$ cat src/rtl/logic_unit_arbiter_pkg.sv
// Shared types and constants for the two-requester logic-unit arbiter.
package logic_unit_arbiter_pkg;

  localparam int unsigned DATA_W = 32;
  localparam int unsigned OP_W   = 2;
  localparam int unsigned CNT_W  = 4;

  localparam logic [OP_W-1:0] OP_ZERO = 2'b00;
  localparam logic [OP_W-1:0] OP_AND  = 2'b01;
  localparam logic [OP_W-1:0] OP_OR   = 2'b10;
  localparam logic [OP_W-1:0] OP_XOR  = 2'b11;

  typedef enum logic [1:0] {
    IDLE = 2'd0,
    WAIT = 2'd1,
    RESP = 2'd2
  } state_e;

  typedef struct packed {
    logic [OP_W-1:0]   op;
    logic [DATA_W-1:0] a;
    logic [DATA_W-1:0] b;
  } lu_req_t;

endpackage

$ cat src/rtl/logic_unit_arbiter_rr_arb2.sv
// Two-way round-robin grant; the pointer moves past the winner on accept.
module rr_arb2 (
  input  logic       clk,
  input  logic       rst_n,
  input  logic [1:0] valid,
  input  logic       en,
  input  logic       accept,
  output logic [1:0] grant
);

  // ptr_q high means requester 1 has priority on a tie.
  logic ptr_q;

  always_comb begin
    grant = 2'b00;
    if (en) begin
      case (valid)
        2'b01:   grant = 2'b01;
        2'b10:   grant = 2'b10;
        2'b11:   grant = ptr_q ? 2'b10 : 2'b01;
        default: grant = 2'b00;
      endcase
    end
  end

  always_ff @(posedge clk or negedge rst_n) begin
    if (!rst_n) begin
      ptr_q <= 1'b0;
    end else if (accept) begin
      ptr_q <= grant[0];
    end
  end

endmodule

$ cat src/rtl/logic_unit_arbiter.sv
// Shares one combinational logic unit between two requesters, one op in flight.
module logic_unit_arbiter
  import logic_unit_arbiter_pkg::*;
#(
  parameter int unsigned SETTLE_CYC = 2
) (
  input  logic              clk,
  input  logic              rst_n,
  input  logic              req0_valid,
  output logic              req0_ready,
  input  logic [OP_W-1:0]   req0_op,
  input  logic [DATA_W-1:0] req0_a,
  input  logic [DATA_W-1:0] req0_b,
  input  logic              req1_valid,
  output logic              req1_ready,
  input  logic [OP_W-1:0]   req1_op,
  input  logic [DATA_W-1:0] req1_a,
  input  logic [DATA_W-1:0] req1_b,
  output logic              lu_f1,
  output logic              lu_f0,
  output logic [DATA_W-1:0] lu_a,
  output logic [DATA_W-1:0] lu_b,
  input  logic [DATA_W-1:0] lu_out,
  output logic              resp_valid,
  input  logic              resp_ready,
  output logic [DATA_W-1:0] resp_data,
  output logic              resp_id,
  output logic              busy
);

  state_e           state_q;
  logic [CNT_W-1:0] cnt_q;
  logic [1:0]       grant;
  logic             arb_en;
  logic             accept;
  lu_req_t          req0_pl;
  lu_req_t          req1_pl;
  lu_req_t          sel_pl;

  // Ready is masked during reset so nothing looks accepted while rst_n is low.
  assign arb_en = (state_q == IDLE) && rst_n;

  rr_arb2 u_arb (
    .clk    (clk),
    .rst_n  (rst_n),
    .valid  ({req1_valid, req0_valid}),
    .en     (arb_en),
    .accept (accept),
    .grant  (grant)
  );

  assign req0_ready = grant[0];
  assign req1_ready = grant[1];
  assign accept     = (req0_valid & req0_ready) | (req1_valid & req1_ready);

  assign req0_pl = '{op: req0_op, a: req0_a, b: req0_b};
  assign req1_pl = '{op: req1_op, a: req1_a, b: req1_b};
  assign sel_pl  = grant[1] ? req1_pl : req0_pl;

  // Operation FSM; lu_* only change on accept so the unit sees stable operands.
  always_ff @(posedge clk or negedge rst_n) begin
    if (!rst_n) begin
      state_q    <= IDLE;
      cnt_q      <= '0;
      lu_f1      <= 1'b0;
      lu_f0      <= 1'b0;
      lu_a       <= '0;
      lu_b       <= '0;
      resp_valid <= 1'b0;
      resp_data  <= '0;
      resp_id    <= 1'b0;
      busy       <= 1'b0;
    end else begin
      case (state_q)
        IDLE: begin
          if (accept) begin
            lu_f1   <= sel_pl.op[1];
            lu_f0   <= sel_pl.op[0];
            lu_a    <= sel_pl.a;
            lu_b    <= sel_pl.b;
            cnt_q   <= CNT_W'(SETTLE_CYC);
            resp_id <= grant[1];
            busy    <= 1'b1;
            state_q <= WAIT;
          end
        end
        WAIT: begin
          cnt_q <= cnt_q - CNT_W'(1);
          if (cnt_q == CNT_W'(1)) begin
            resp_data  <= lu_out;
            resp_valid <= 1'b1;
            state_q    <= RESP;
          end
        end
        RESP: begin
          if (resp_ready) begin
            resp_valid <= 1'b0;
            busy       <= 1'b0;
            state_q    <= IDLE;
          end
        end
        default: begin
          resp_valid <= 1'b0;
          busy       <= 1'b0;
          state_q    <= IDLE;
        end
      endcase
    end
  end

endmodule

$ cat config.mk
export PLATFORM = sky130hd
export DESIGN_NAME = logic_unit_arbiter
export DESIGN_NICKNAME = d
export VERILOG_FILES = /design/src/rtl/logic_unit_arbiter_pkg.sv /design/src/rtl/logic_unit_arbiter_rr_arb2.sv /design/src/rtl/logic_unit_arbiter.sv
export SDC_FILE = /design/constraint.sdc
export NUM_CORES = 1
export LEC_CHECK = 0
export CORE_ASPECT_RATIO = 0.75
export CORE_MARGIN = 1.5
export CORE_UTILIZATION = 37
export CTS_CLUSTER_DIAMETER = 100
export DETAILED_ROUTE_END_ITERATION = 12
export PLACE_DENSITY = 0.83
export SLEW_MARGIN = 20
export SYNTH_ARGS = -nofsm -noshare
export SYNTH_HDL_FRONTEND = slang
export SYNTH_SLANG_ARGS = --single-unit
$ cat constraint.sdc
create_clock -name clk -period 1.51 [get_ports clk]
set_clock_uncertainty 0.1 [all_clocks]
set_input_delay 0.302 -clock clk [delete_from_list [all_inputs] [get_ports clk]]
set_output_delay 0.302 -clock clk [all_outputs]
set_load 0.03 [all_outputs]
## Word level (Yosys, flattened, before mapping)

Index checks and enable logic that the tools add are counted.

| storage, ports and cells | value |
|---|---|
| output and inout port bits | 103 |
| register bits | 108 |
| input port bits | 169 |

| operators by class | value |
|---|---|
| bitwise logic cells | 5 |
| reductions and logical operators | 9 |
| $add $sub $neg | 1 |
| eq/ne operators | 9 |
| mux-type cells | 15 |

Operator list:

| kind | number |
|---|---|
| two-way mux 66 bit | 1 |
| case mux 2 bit (3 select lines) | 2 |
| two-way mux 2 bit | 5 |
| AND reduction 3 bit | 3 |
| case mux 4 bit (2 select lines) | 1 |
| == test 2 bit (second input constant) | 3 |
| inequality test 2 bit (second input constant) | 3 |
| case mux 1 bit (3 select lines) | 2 |
| AND reduction 2 bit | 3 |
| == test 2 x 1 -> 1 bit (second input constant) | 2 |
| == test 4 x 1 -> 1 bit (second input constant) | 1 |
| two-way mux 4 bit | 1 |
| subtractor 4 x 1 -> 4 bit (second input constant) | 1 |
| two-way mux 1 bit | 3 |
| bitwise AND 1 bit | 2 |
| zero test 2 bit | 1 |
| inverter 1 bit | 2 |
| nonzero test 2 bit | 1 |
| logical AND 1 bit | 1 |
| bitwise OR 1 bit | 1 |

## Depth between registers and ports, before layout

| depth | value |
|---|---|
| depth after elaboration | 7 |
| mapped depth | 6 |

## Modules after synthesis

Synthesis repeated with hierarchy kept, for this count alone.

| second synthesis, totals | value |
|---|---|
| cells, all modules | 332 |
| area, all modules | 5166.2 µm² |

Modules (own cells, without submodules):

| module | cells each | area each (µm²) | instances |
|---|---|---|---|
| logic_unit_arbiter | 324 | 5101.1 | 1 |
| rr_arb2 | 8 | 65.1 | 1 |

## Worst setup path after synthesis

No wires, ideal clock.

| timing | value |
|---|---|
| path type | register -> output |
| start | register state_q[1] |
| end | output req0_ready |
| data required time | 1.108 ns |
| slack | -0.474 ns |
| path buffers | 1 |
| arrival | 1.582 ns |
| stages on the path, launching flop included | 5 |
| cells stage by stage | dfrtp_1 -> nor3b_2 -> o21ai_2 -> buf_6 -> a21oi_1 |

| between the ends | value |
|---|---|
| word-level cells in the longest chain between the ends | 3 |

Ends and longest elaborated chain:

| element | line | RTL |
|---|---|---|
| start: declaration | logic_unit_arbiter.sv:31 | `state_e state_q;` |
| start signal: assignment | logic_unit_arbiter.sv:63 | `state_q <= IDLE;` |
| start signal: assignment | logic_unit_arbiter.sv:84 | `state_q <= WAIT;` |
| start signal: assignment | logic_unit_arbiter.sv:92 | `state_q <= RESP;` |
| zero test 2 bit | logic_unit_arbiter.sv:41 | `assign arb_en = (state_q == IDLE) && rst_n;` |
| logical AND 1 bit | logic_unit_arbiter.sv:41 |  |
| two-way mux 2 bit | logic_unit_arbiter_rr_arb2.sv:16 | `if (en) begin` |
| end: declaration | logic_unit_arbiter.sv:10 | `output logic req0_ready,` |

Every way passes these cells.

## Final worst setup path

Ends and elaborated chain as after synthesis.

==> results.json <==
{
  "worstPathRequired_ns": 1.11,
  "antenna_found_initial": 0,
  "slew_headroom_pct": 63.9,
  "layout_setup_ws_ns": -0.594,
  "tritoncts": "done",
  "arrival_ns": 1.70,
  "final_cell_mix": "clkdlybuf4s50_1 (166), dfrtp_1 (108), a31oi_1 (66), and3b_1 (66), clkbuf_2 (47)",
  "die_x_um": 144,
  "wirelength_mm": 21.2,
  "synthesis.nets": 675,
  "crit_fanout": 3,
  "setup_viol": 110,
  "synth_compound_area_share_pct": 24.1,
  "dp_cells": 954,
  "cp-startpoint": "state_q[1]",
  "cts_buffer_depth": 2,
  "crit_path_frequent_cell": "buf_12",
  "placed_cell_area_sq_mm": 0.00860,
  "synthArstFlopShare_pct": 100,
  "grt_pass1_vias": 5890,
  "cap_violations": 0,
  "drc": 0,
  "final_cells": 1001,
  "vias": 5569,
  "synth_top_family_by_area": "compound AO/OA/AOI/OAI gates",
  "dp_hpwl_mm": 12.6,
  "drtIter0Drc": 199,
  "ir_worst_vdd_v": 0.00116,
  "slew_viol_final": 0,
  "reg2reg_from": "state_q[0]",
  "mostFrequentLayoutCell": "clkdlybuf4s50_1",
  "cts.sinks": 108,
  "cts-root-buf": "clkbuf_16",
  "grt_overflow_total": 0,
  "outcome": "complete, but fails checks",
  "postRouteAntennaNets": 0,
  "power_density_mw_per_mm2": 1880,
  "synth-xor-area-share_pct": 0.318,
  "finalInstanceArea_sq_mm": 0.0100,
  "hold_viol": 0,
  "fmax_mhz": 475,
  "io_buffers": 271,
  "grt_pass1_wl_mm": 30.6,
  "start_util_pct": 37.9,
  "core-area_sq_mm": 0.0145,
  "failed_checks": "setup timing",
  "via_per_inst": 5.56,
  "insertedDiodeCount": 0,
  "tightest_slew_ns": 0.541,
  "htreeDepth": 3,
  "min_path_type": "in2async",
  "ys_seq_area_share_pct": 49.1,
  "synth_seq_cells": 108,
  "rsz0062_at_grt": "yes",
  "drtPass1Iterations": 4,
  "synth.area.mux_share_pct": 6.55,
  "cp_cell_sequence": "nor3b_4, buf_12, o21ai_4, buf_12, a21oi_4, buf_6",
  "post-route-period-util_pct": 139,
  "top_level_ports": 272,
  "synthesis.area_sq_mm": 0.00550,
  "ys.flop_type": "dfrtp_1",
  "slowest_stage": "dfrtp_1",
  "synth.distinct_cells": 35,
  "wire_per_inst_um": 21.1,
  "ys_warn_count": 0,
  "grtUsageTotal_pct": 25.6,
  "dieArea_sq_mm": 0.0156,
  "power.leakage_nw": 4.40,
  "cts-buffers-inserted": 9,
  "crit_path_start_kind": "register",
  "grt_max_degree": 59,
  "slowest_delay_ns": 0.42,
  "clkTransAtPathRegs_ns": 0.07,
  "die_h_um": 109,
  "rows": 38,
  "fin_crit_ns": 2.10,
  "synthCells": 504,
  "synth-simple-area-share_pct": 12.3,
  "syn2layout_area_growth_pct": 82.4,
  "drive_gt1_share_pct": 41.8,
  "totalPowerFinal_mw": 18.9,
  "crit_path_end_kind": "primary output",
  "utilization_pct": 69.2,
  "fin_setup_tns_ns": -30.78,
  "gp_congestion": 0.819,
  "critPathKind": "reg2out",
  "fin_nets": 967,
  "synth-edff-count": 0,
  "synthAdderAreaFrac_pct": 0.455,
  "avgSynthCellArea_sq_um": 10.9,
  "clk_latency_ns": 0.36
}
-- registers in the layout (all words and copies together) (netlist names) --
register,count
cnt_q,4
busy,1
lu_b,32
state_q,2
resp_id,1
lu_a,32
u_arb.ptr_q,1
resp_valid,1
lu_f0,1
lu_f1,1
resp_data,32
-- synth_stat cells (2+ instances only) --
library cell / number / area [sq um]
a21oi_1: 2 / 10.0
a31oi_1: 66 / 413
and3b_1: 66 / 578
buf_2: 16 / 80.1
buf_4: 3 / 22.5
buf_6: 12 / 135
buf_8: 2 / 30.0
clkbuf_1: 28 / 105
dfrtp_1: 108 / 2700
ha_1: 2 / 25.0
inv_1: 4 / 15.0
mux2_2: 32 / 360
nand2_1: 3 / 11.3
nand2b_1: 2 / 12.5
nor2_1: 5 / 18.8
o211ai_1: 2 / 15.0
o21ai_0: 59 / 295
o21ai_1: 11 / 55.1
o31ai_1: 65 / 488
-- per-layer routing --
layer | share of wire (%) | global-route usage, % | up-vias
li1 | - | - | 2517
met2 | 51 | 45.7 | 211
met4 | 2.6 | 11.7 | 0
met3 | 6.3 | 6.73 | 42
met5 | 0 | 0 | -
met1 | 40 | 28.6 | 2799
-- cell families after synthesis --
kind of cell | count (synthesis)
buf+inv | 66
flops | 108
xor+xnor | 2
compound gates | 211
mux | 32
simple gates | 83
fa+ha+maj | 2
-- critical path, delay by kind of cell, from the launching register on --
| family | cells | cell delay, ns |
|---|---|---|
| flip-flops | 1 | 0.42 |
| buffers and inverters | 3 | 0.43 |
| AO/OA/AOI/OAI | 2 | 0.22 |
| AND/OR/NAND/NOR | 1 | 0.27 |
-- worst paths after layout --
check	endpoint	slack, ns	depth (start not counted)
max	req0_ready	-0.59	6
min	state_q[0]	0.34	3
max reg2reg	lu_b[6]	-0.41	6
min reg2reg	busy	0.39	1
max in group asynchronous	lu_a[13]	0.27	4
min in group clk	busy	0.39	1
-- per-stage QoR --
step | worst slack, ns | hold slack [ns]
floorplan | -0.155 | -0.0936
global placement | -0.357 | 0.142
detailed placement | -0.445 | 0.146
CTS | -0.586 | 0.327
global route | -0.636 | 0.364
finish | -0.594 | 0.344
-- what timing repair did --
action,CTS,global route
gates resized for setup,369,140
pin swaps,10,29
hold buffers,1,0
endpoints found under the hold margin,19,0
setup buffers,14,4
endpoints found under the setup margin,207,246
cloned,12,4
-- power breakdown --
part	switching, mW	leakage [nW]	internal [mW]
sequential	1.08	1.32	4.26
clock	1.15	0.132	1.13
combinational	6.17	2.95	5.09
-- area by class of cell --
class,instances,area (sq um)
clock inverter,7,51.3
clock buffer,9,225
multi-input combinational,330,3220
tap,200,250
timing repair buffer,343,3570
sequential,108,2700
fill,1028,4470
inverter,4,15.0
Power figures use the tool's default switching activity.
